## config.mk

```make
export PLATFORM = sky130hd
export DESIGN_NAME = perf_counter_bank
export DESIGN_NICKNAME = d
export VERILOG_FILES = /design/src/rtl/perf_counter_bank.sv
export SDC_FILE = /design/constraint.sdc
export NUM_CORES = 2
export LEC_CHECK = 0
export CAP_MARGIN = 25
export CORE_UTILIZATION = 59
export CTS_BUF_LIST = sky130_fd_sc_hd__clkbuf_8
export CTS_CLUSTER_SIZE = 40
export DETAILED_ROUTE_END_ITERATION = 7
export PLACE_DENSITY = 0.84
export SYNTH_ARGS = -nofsm -noshare
export SYNTH_HDL_FRONTEND = slang
export SYNTH_SLANG_ARGS = --single-unit
```

## constraint.sdc

```tcl
create_clock -name clk_i -period 18.7 [get_ports clk_i]
set_clock_uncertainty 0.05 [all_clocks]
set_input_delay 3.74 -clock clk_i [delete_from_list [all_inputs] [get_ports clk_i]]
set_output_delay 3.74 -clock clk_i [all_outputs]
set_load 0.02 [all_outputs]
```

## src/rtl/perf_counter_bank.sv

```systemverilog
// rtl/perf_counter_bank.sv - parametrised bank of performance event counters
//
// Counts per-channel event strobes while the core runs. Each counter either wraps
// or saturates. Overflow is recorded in a sticky per-channel flag. A snapshot
// request captures every live counter into a shadow bank in the same cycle. A
// registered read port presents one channel. The channel is chosen manually or
// by a timed auto-scan pointer.
//
// Ports:
//   clk_i        core clock, all state updates on its rising edge
//   rst_i        asynchronous active-high reset
//   en_i         global count enable
//   evt_i        per-channel event strobes, level-sampled
//   clr_i        synchronous clear of counters, shadows, flags and snapshot
//   snap_i       capture all live counters into the shadow bank
//   sel_i        manual read-channel select
//   auto_scan_i  1 = read channel rotates automatically
//   rd_ch_o      channel currently presented on rd_data_o
//   rd_data_o    registered read value (1-cycle latency)
//   ovf_o        sticky overflow flag per channel
//   snap_valid_o shadow bank holds a valid snapshot
module perf_counter_bank #(
  parameter int NumCh    = 8,
  parameter int CntBit   = 32,
  parameter int SelBit   = 4,
  parameter int Saturate = 0,
  parameter int DwellCnt = 100000000
) (
  input  logic              clk_i,
  input  logic              rst_i,
  input  logic              en_i,
  input  logic [NumCh-1:0]  evt_i,
  input  logic              clr_i,
  input  logic              snap_i,
  input  logic [SelBit-1:0] sel_i,
  input  logic              auto_scan_i,
  output logic [SelBit-1:0] rd_ch_o,
  output logic [CntBit-1:0] rd_data_o,
  output logic [NumCh-1:0]  ovf_o,
  output logic              snap_valid_o
);

  // A one-cycle dwell still needs a 1-bit counter that never leaves 0.
  localparam int DwBit = (DwellCnt > 1) ? $clog2(DwellCnt) : 1;
  localparam logic [DwBit-1:0]  DwLast  = DwBit'(DwellCnt - 1);
  localparam logic [SelBit-1:0] PtrLast = SelBit'(NumCh - 1);

  logic [CntBit-1:0] live_q   [NumCh];
  logic [CntBit-1:0] live_d   [NumCh];
  logic [CntBit-1:0] shadow_q [NumCh];
  logic [CntBit-1:0] shadow_d [NumCh];
  logic [NumCh-1:0]  ovf_q, ovf_d;
  logic              snap_valid_q, snap_valid_d;
  logic [CntBit-1:0] rd_data_q, rd_data_d;
  logic [SelBit-1:0] scan_ptr_q, scan_ptr_d;
  logic [DwBit-1:0]  dwell_q, dwell_d;

  // Counter, shadow and flag next state. Clear wins over events and snapshots.
  always_comb begin
    ovf_d        = ovf_q;
    snap_valid_d = snap_valid_q;
    for (int i = 0; i < NumCh; i++) begin
      live_d[i]   = live_q[i];
      shadow_d[i] = shadow_q[i];
    end
    if (clr_i) begin
      ovf_d        = '0;
      snap_valid_d = 1'b0;
      for (int i = 0; i < NumCh; i++) begin
        live_d[i]   = '0;
        shadow_d[i] = '0;
      end
    end else begin
      if (snap_i) begin
        snap_valid_d = 1'b1;
        for (int i = 0; i < NumCh; i++) begin
          shadow_d[i] = live_q[i];
        end
      end
      for (int i = 0; i < NumCh; i++) begin
        if (en_i && evt_i[i]) begin
          if (live_q[i] == {CntBit{1'b1}}) begin
            ovf_d[i]  = 1'b1;
            live_d[i] = (Saturate != 0) ? live_q[i] : '0;
          end else begin
            live_d[i] = live_q[i] + 1'b1;
          end
        end
      end
    end
  end

  // Dwell timer and scan pointer run on every clock while auto-scan is on.
  // When auto-scan is off, the timer is parked at 0 so the next scan gets a full dwell.
  always_comb begin
    scan_ptr_d = scan_ptr_q;
    dwell_d    = dwell_q;
    if (!auto_scan_i) begin
      dwell_d = '0;
    end else if (dwell_q == DwLast) begin
      dwell_d    = '0;
      scan_ptr_d = (scan_ptr_q == PtrLast) ? '0 : scan_ptr_q + 1'b1;
    end else begin
      dwell_d = dwell_q + 1'b1;
    end
  end

  assign rd_ch_o = auto_scan_i ? scan_ptr_q : sel_i;

  // Shadow selection uses the post-edge snapshot state. The live path uses the
  // pre-increment value. Channels beyond NumCh match no entry and read as 0.
  always_comb begin
    rd_data_d = '0;
    for (int i = 0; i < NumCh; i++) begin
      if (rd_ch_o == SelBit'(i)) begin
        rd_data_d = snap_valid_d ? shadow_d[i] : live_q[i];
      end
    end
  end

  always_ff @(posedge clk_i or posedge rst_i) begin
    if (rst_i) begin
      for (int i = 0; i < NumCh; i++) begin
        live_q[i]   <= '0;
        shadow_q[i] <= '0;
      end
      ovf_q        <= '0;
      snap_valid_q <= 1'b0;
      rd_data_q    <= '0;
      scan_ptr_q   <= '0;
      dwell_q      <= '0;
    end else begin
      for (int i = 0; i < NumCh; i++) begin
        live_q[i]   <= live_d[i];
        shadow_q[i] <= shadow_d[i];
      end
      ovf_q        <= ovf_d;
      snap_valid_q <= snap_valid_d;
      rd_data_q    <= rd_data_d;
      scan_ptr_q   <= scan_ptr_d;
      dwell_q      <= dwell_d;
    end
  end

  assign rd_data_o    = rd_data_q;
  assign ovf_o        = ovf_q;
  assign snap_valid_o = snap_valid_q;

endmodule

```

==> metrics.md <==
| Metric | Value |
|---|---|
| Count leader, synth | `dfrtp_1` |
| CP max FO | `26` |
| Most used DFF post-synth | `dfrtp_1` |
| Synth area leader | `dfrtp_1` |
| DRC | `2` |
| WP data required | `14910 ps` |
| IO Port Bufs | `62` |
| Max-Cap Viols | `0` |
| Synth top area cells | `dfrtp_1, mux2i_1, nor2_1` |
| Num CTS Buffers | `95` |
| FP Rows | `83` |
| Dpl ws | `8499 ps` |
| Run status | `complete, but fails checks` |
| Post-CTS Resized | `0` |
| Layout Nets | `between 3000 and 4000` |
| Synth Warn # | `0` |
| Setup crit start | `auto_scan_i` |
| TritonCTS Sinks | `around 580` |
| CTS Buffer Depth | `3` |
| Total grt overflow | `0` |
| Reg2reg end | `rd_data_o[5]$_DFF_PP0_` |
| Die area | `53010 um^2` |
| DR iter-0 viols | `around 3300` |
| CTS hold repair buffers | `0` |
| Layout cells sized above 1 | `between 7 and 8%` |
| Slew HR | `about a fifth` |
| Total GRT Usage | `~32%` |
| Htree depth | `3` |
| Fin cells | `between 4000 and 5000` |
| Number of vias per cell | `about 6.3` |
| Core area | `51410 um^2` |
| Post-synth EDFFs | `0` |
| Detailed placer's ending HPWL | `56560 um` |
| Critical Path Sink | `rd_ch_o[1]` |
| PnR worst setup slack | `between 8000 and 9000 ps` |
| IO Pins | `63` |
| RSZ-0062 raised after global routing | `false` |
| Post-Layout Inst Area | `33740 um^2` |
| Hold Crit Class | `reg -> reg` |
| Worst path arrival time | `around 6500 ps` |
| Max rail drop VDD | `approximately 51 uV` |
| Final min period | `10270 ps` |
| Die Height | `230.2 um` |
| Post-CTS Setup Inserts | `0` |
| Final WL | `85580 um` |
| Cell variety after synth | `82` |
| FF-to-FF path depth | `7` |
| Area after DPL | `31640 um^2` |
| CP Capture Type | `primary output` |
| Remaining antenna violation count after routing | `0` |
| Async S/R FF share, synth | `100.0%` |
| Root buf cell | `clkbuf_8` |
| WL per Instance | `about 21 um` |
| Starting Density | `between 50% and 60%` |
| Commonest cells in the netlist | `dfrtp_1, nor2_1, nand2_1` |
| Vias in the first global route | `approximately 24000` |
| Slew Viols, Final | `0` |
| FF+latch count, synth | `584` |
| Final setup viols | `0` |
| Power per cell area | `78.14 nW/um^2` |
| Max frequency | `97.39 MHz` |
| Dpl cells | `3881` |
| Setup_tns | `0 ps` |
| LEAKAGE | `approximately 15 nW` |
| Fin crit share | `54.91%` |
| TritonCTS clock tree | `done` |
| Mean Syn Cell Area | `between 9 and 10 um^2` |
| P&R area growth vs syn | `9.795%` |
| Synthesized area | `30730 um^2` |
| Later-pin clock latency in the skew report | `710 ps` |
| Critical path launch point type | `primary input` |
| Synth Instances | `3326` |
| Register area share after synthesis | `47.55%` |
| First-pass GRT wire length | `134800 um` |
| Syn_nets | `3354` |
| Worst-path clk slew | `60 ps` |
| Fin. Hold Viols | `0` |
| Failing checks | `design-rule violations` |
| Critical path class | `in -> out` |
| Largest net degree at the start of global routing | `192` |
| Initial antenna violation count | `2` |
| Reg2Reg Launch Point | `snap_valid_o$_DFF_PP0_` |
| Worst-Margin Slew | `1189 ps` |
| GP Congestion | `0.9321` |
| Top cell type's share of synthesized area | `47.55%` |
| Vias | `25690` |
| Hold WS | `435.7 ps` |
| Reg2Reg Setup Slack | `14780 ps` |
| Initial DRT Pass Iterations | `8` |
| Die span in x | `approximately 230 um` |
sequential cells by signal, indices dropped and copies added (netlist names):
signal        flops
live_q          256
shadow_q        256
rd_data_o        32
dwell_q          27
ovf_o             8
scan_ptr_q        4
snap_valid_o      1
power breakdown:
part           internal, mW  switching (mW)  leakage [nW]
sequential             1.27         0.00985          8.13
combinational        0.0479           0.125          5.97
clock                 0.643           0.539          1.15
cells by family (layout without fill, tap and decap cells):
| kind of cell | Yosys count | after routing | synth area share (%) |
|---|---|---|---|
| other cells | 0 | 2 | 0 |
| flops | 584 | 584 | 47.55 |
| xor+xnor | 194 | 194 | 5.528 |
| simple gates | 1465 | 1465 | 21.67 |
| compound gates | 457 | 457 | 9.156 |
| fa+ha+maj | 10 | 10 | 0.4071 |
| buf+inv | 249 | 301 | 3.249 |
| mux | 367 | 367 | 12.44 |
layout by cell type (no fill, tap or decap), drive strengths merged, types with 21 or more instances in the layout:
master / count
and3: 52
inv: 49
a31oi: 25
nor2: 563
nand2: 427
buf: 41
a21oi: 150
clkbuf: 124
nor3: 35
nand3: 140
dfrtp: 584
xor2: 129
or3: 30
o22ai: 32
o21ai: 118
and4: 33
clkinv: 21
xnor2: 65
mux2i: 346
a32oi: 22
nor4: 33
nand4: 83
clkdlybuf4s50: 59
worst min-delay path by stage:
stage               slack (ps)                    to                 start  cells past startpoint
floorplan                  400  dwell_q[0]$_DFF_PP0_  dwell_q[0]$_DFF_PP0_                      1
global placement           430  dwell_q[0]$_DFF_PP0_  dwell_q[0]$_DFF_PP0_                      1
detailed placement         430  dwell_q[0]$_DFF_PP0_  dwell_q[0]$_DFF_PP0_                      1
CTS                        440  dwell_q[0]$_DFF_PP0_  dwell_q[0]$_DFF_PP0_                      1
global route               460  dwell_q[0]$_DFF_PP0_  dwell_q[0]$_DFF_PP0_                      1
finish                     440  dwell_q[0]$_DFF_PP0_  dwell_q[0]$_DFF_PP0_                      1
routing by layer:
metal | share of wire, % | wire length [um] | global-route usage (%)
met3 | 9.4 | 8078 | 7.056
met5 | 0 | 0 | 0
met4 | 4.9 | 4230 | 15.79
met2 | 44 | 37810 | 47.20
met1 | 41 | 35460 | 45.70
worst max-delay path, cell delays in order:
cell             delay, ps
clkdlybuf4s50_1        870
nand2b_1               380
and2_1                 330
clkinv_1               100
buf_4                  360
clkdlybuf4s50_1        680
area by class of cell:
| class | count | area (um^2) |
|---|---|---|
| Fill cell | 3984 | 17660 |
| Timing Repair Buffer | 102 | 992.2 |
| Inverter | 27 | 105.1 |
| Clock buffer | 122 | 1679 |
| Tap cell | 680 | 850.8 |
| Multi-Input combinational cell | 2493 | 15150 |
| Clock inverter | 50 | 351.6 |
| Sequential cell | 584 | 14610 |
| Antenna cell | 2 | 5.005 |
metrics by stage:
stage          total power, mW  util, %
2_1_floorplan            1.416        -
3_3_place_gp             1.471    61.54
3_5_place_dp             1.473    61.56
4_1_cts                  2.642    65.51
5_1_grt                  2.716    65.64
6_report                 2.637    65.64
(Power assumes the default switching activity.)
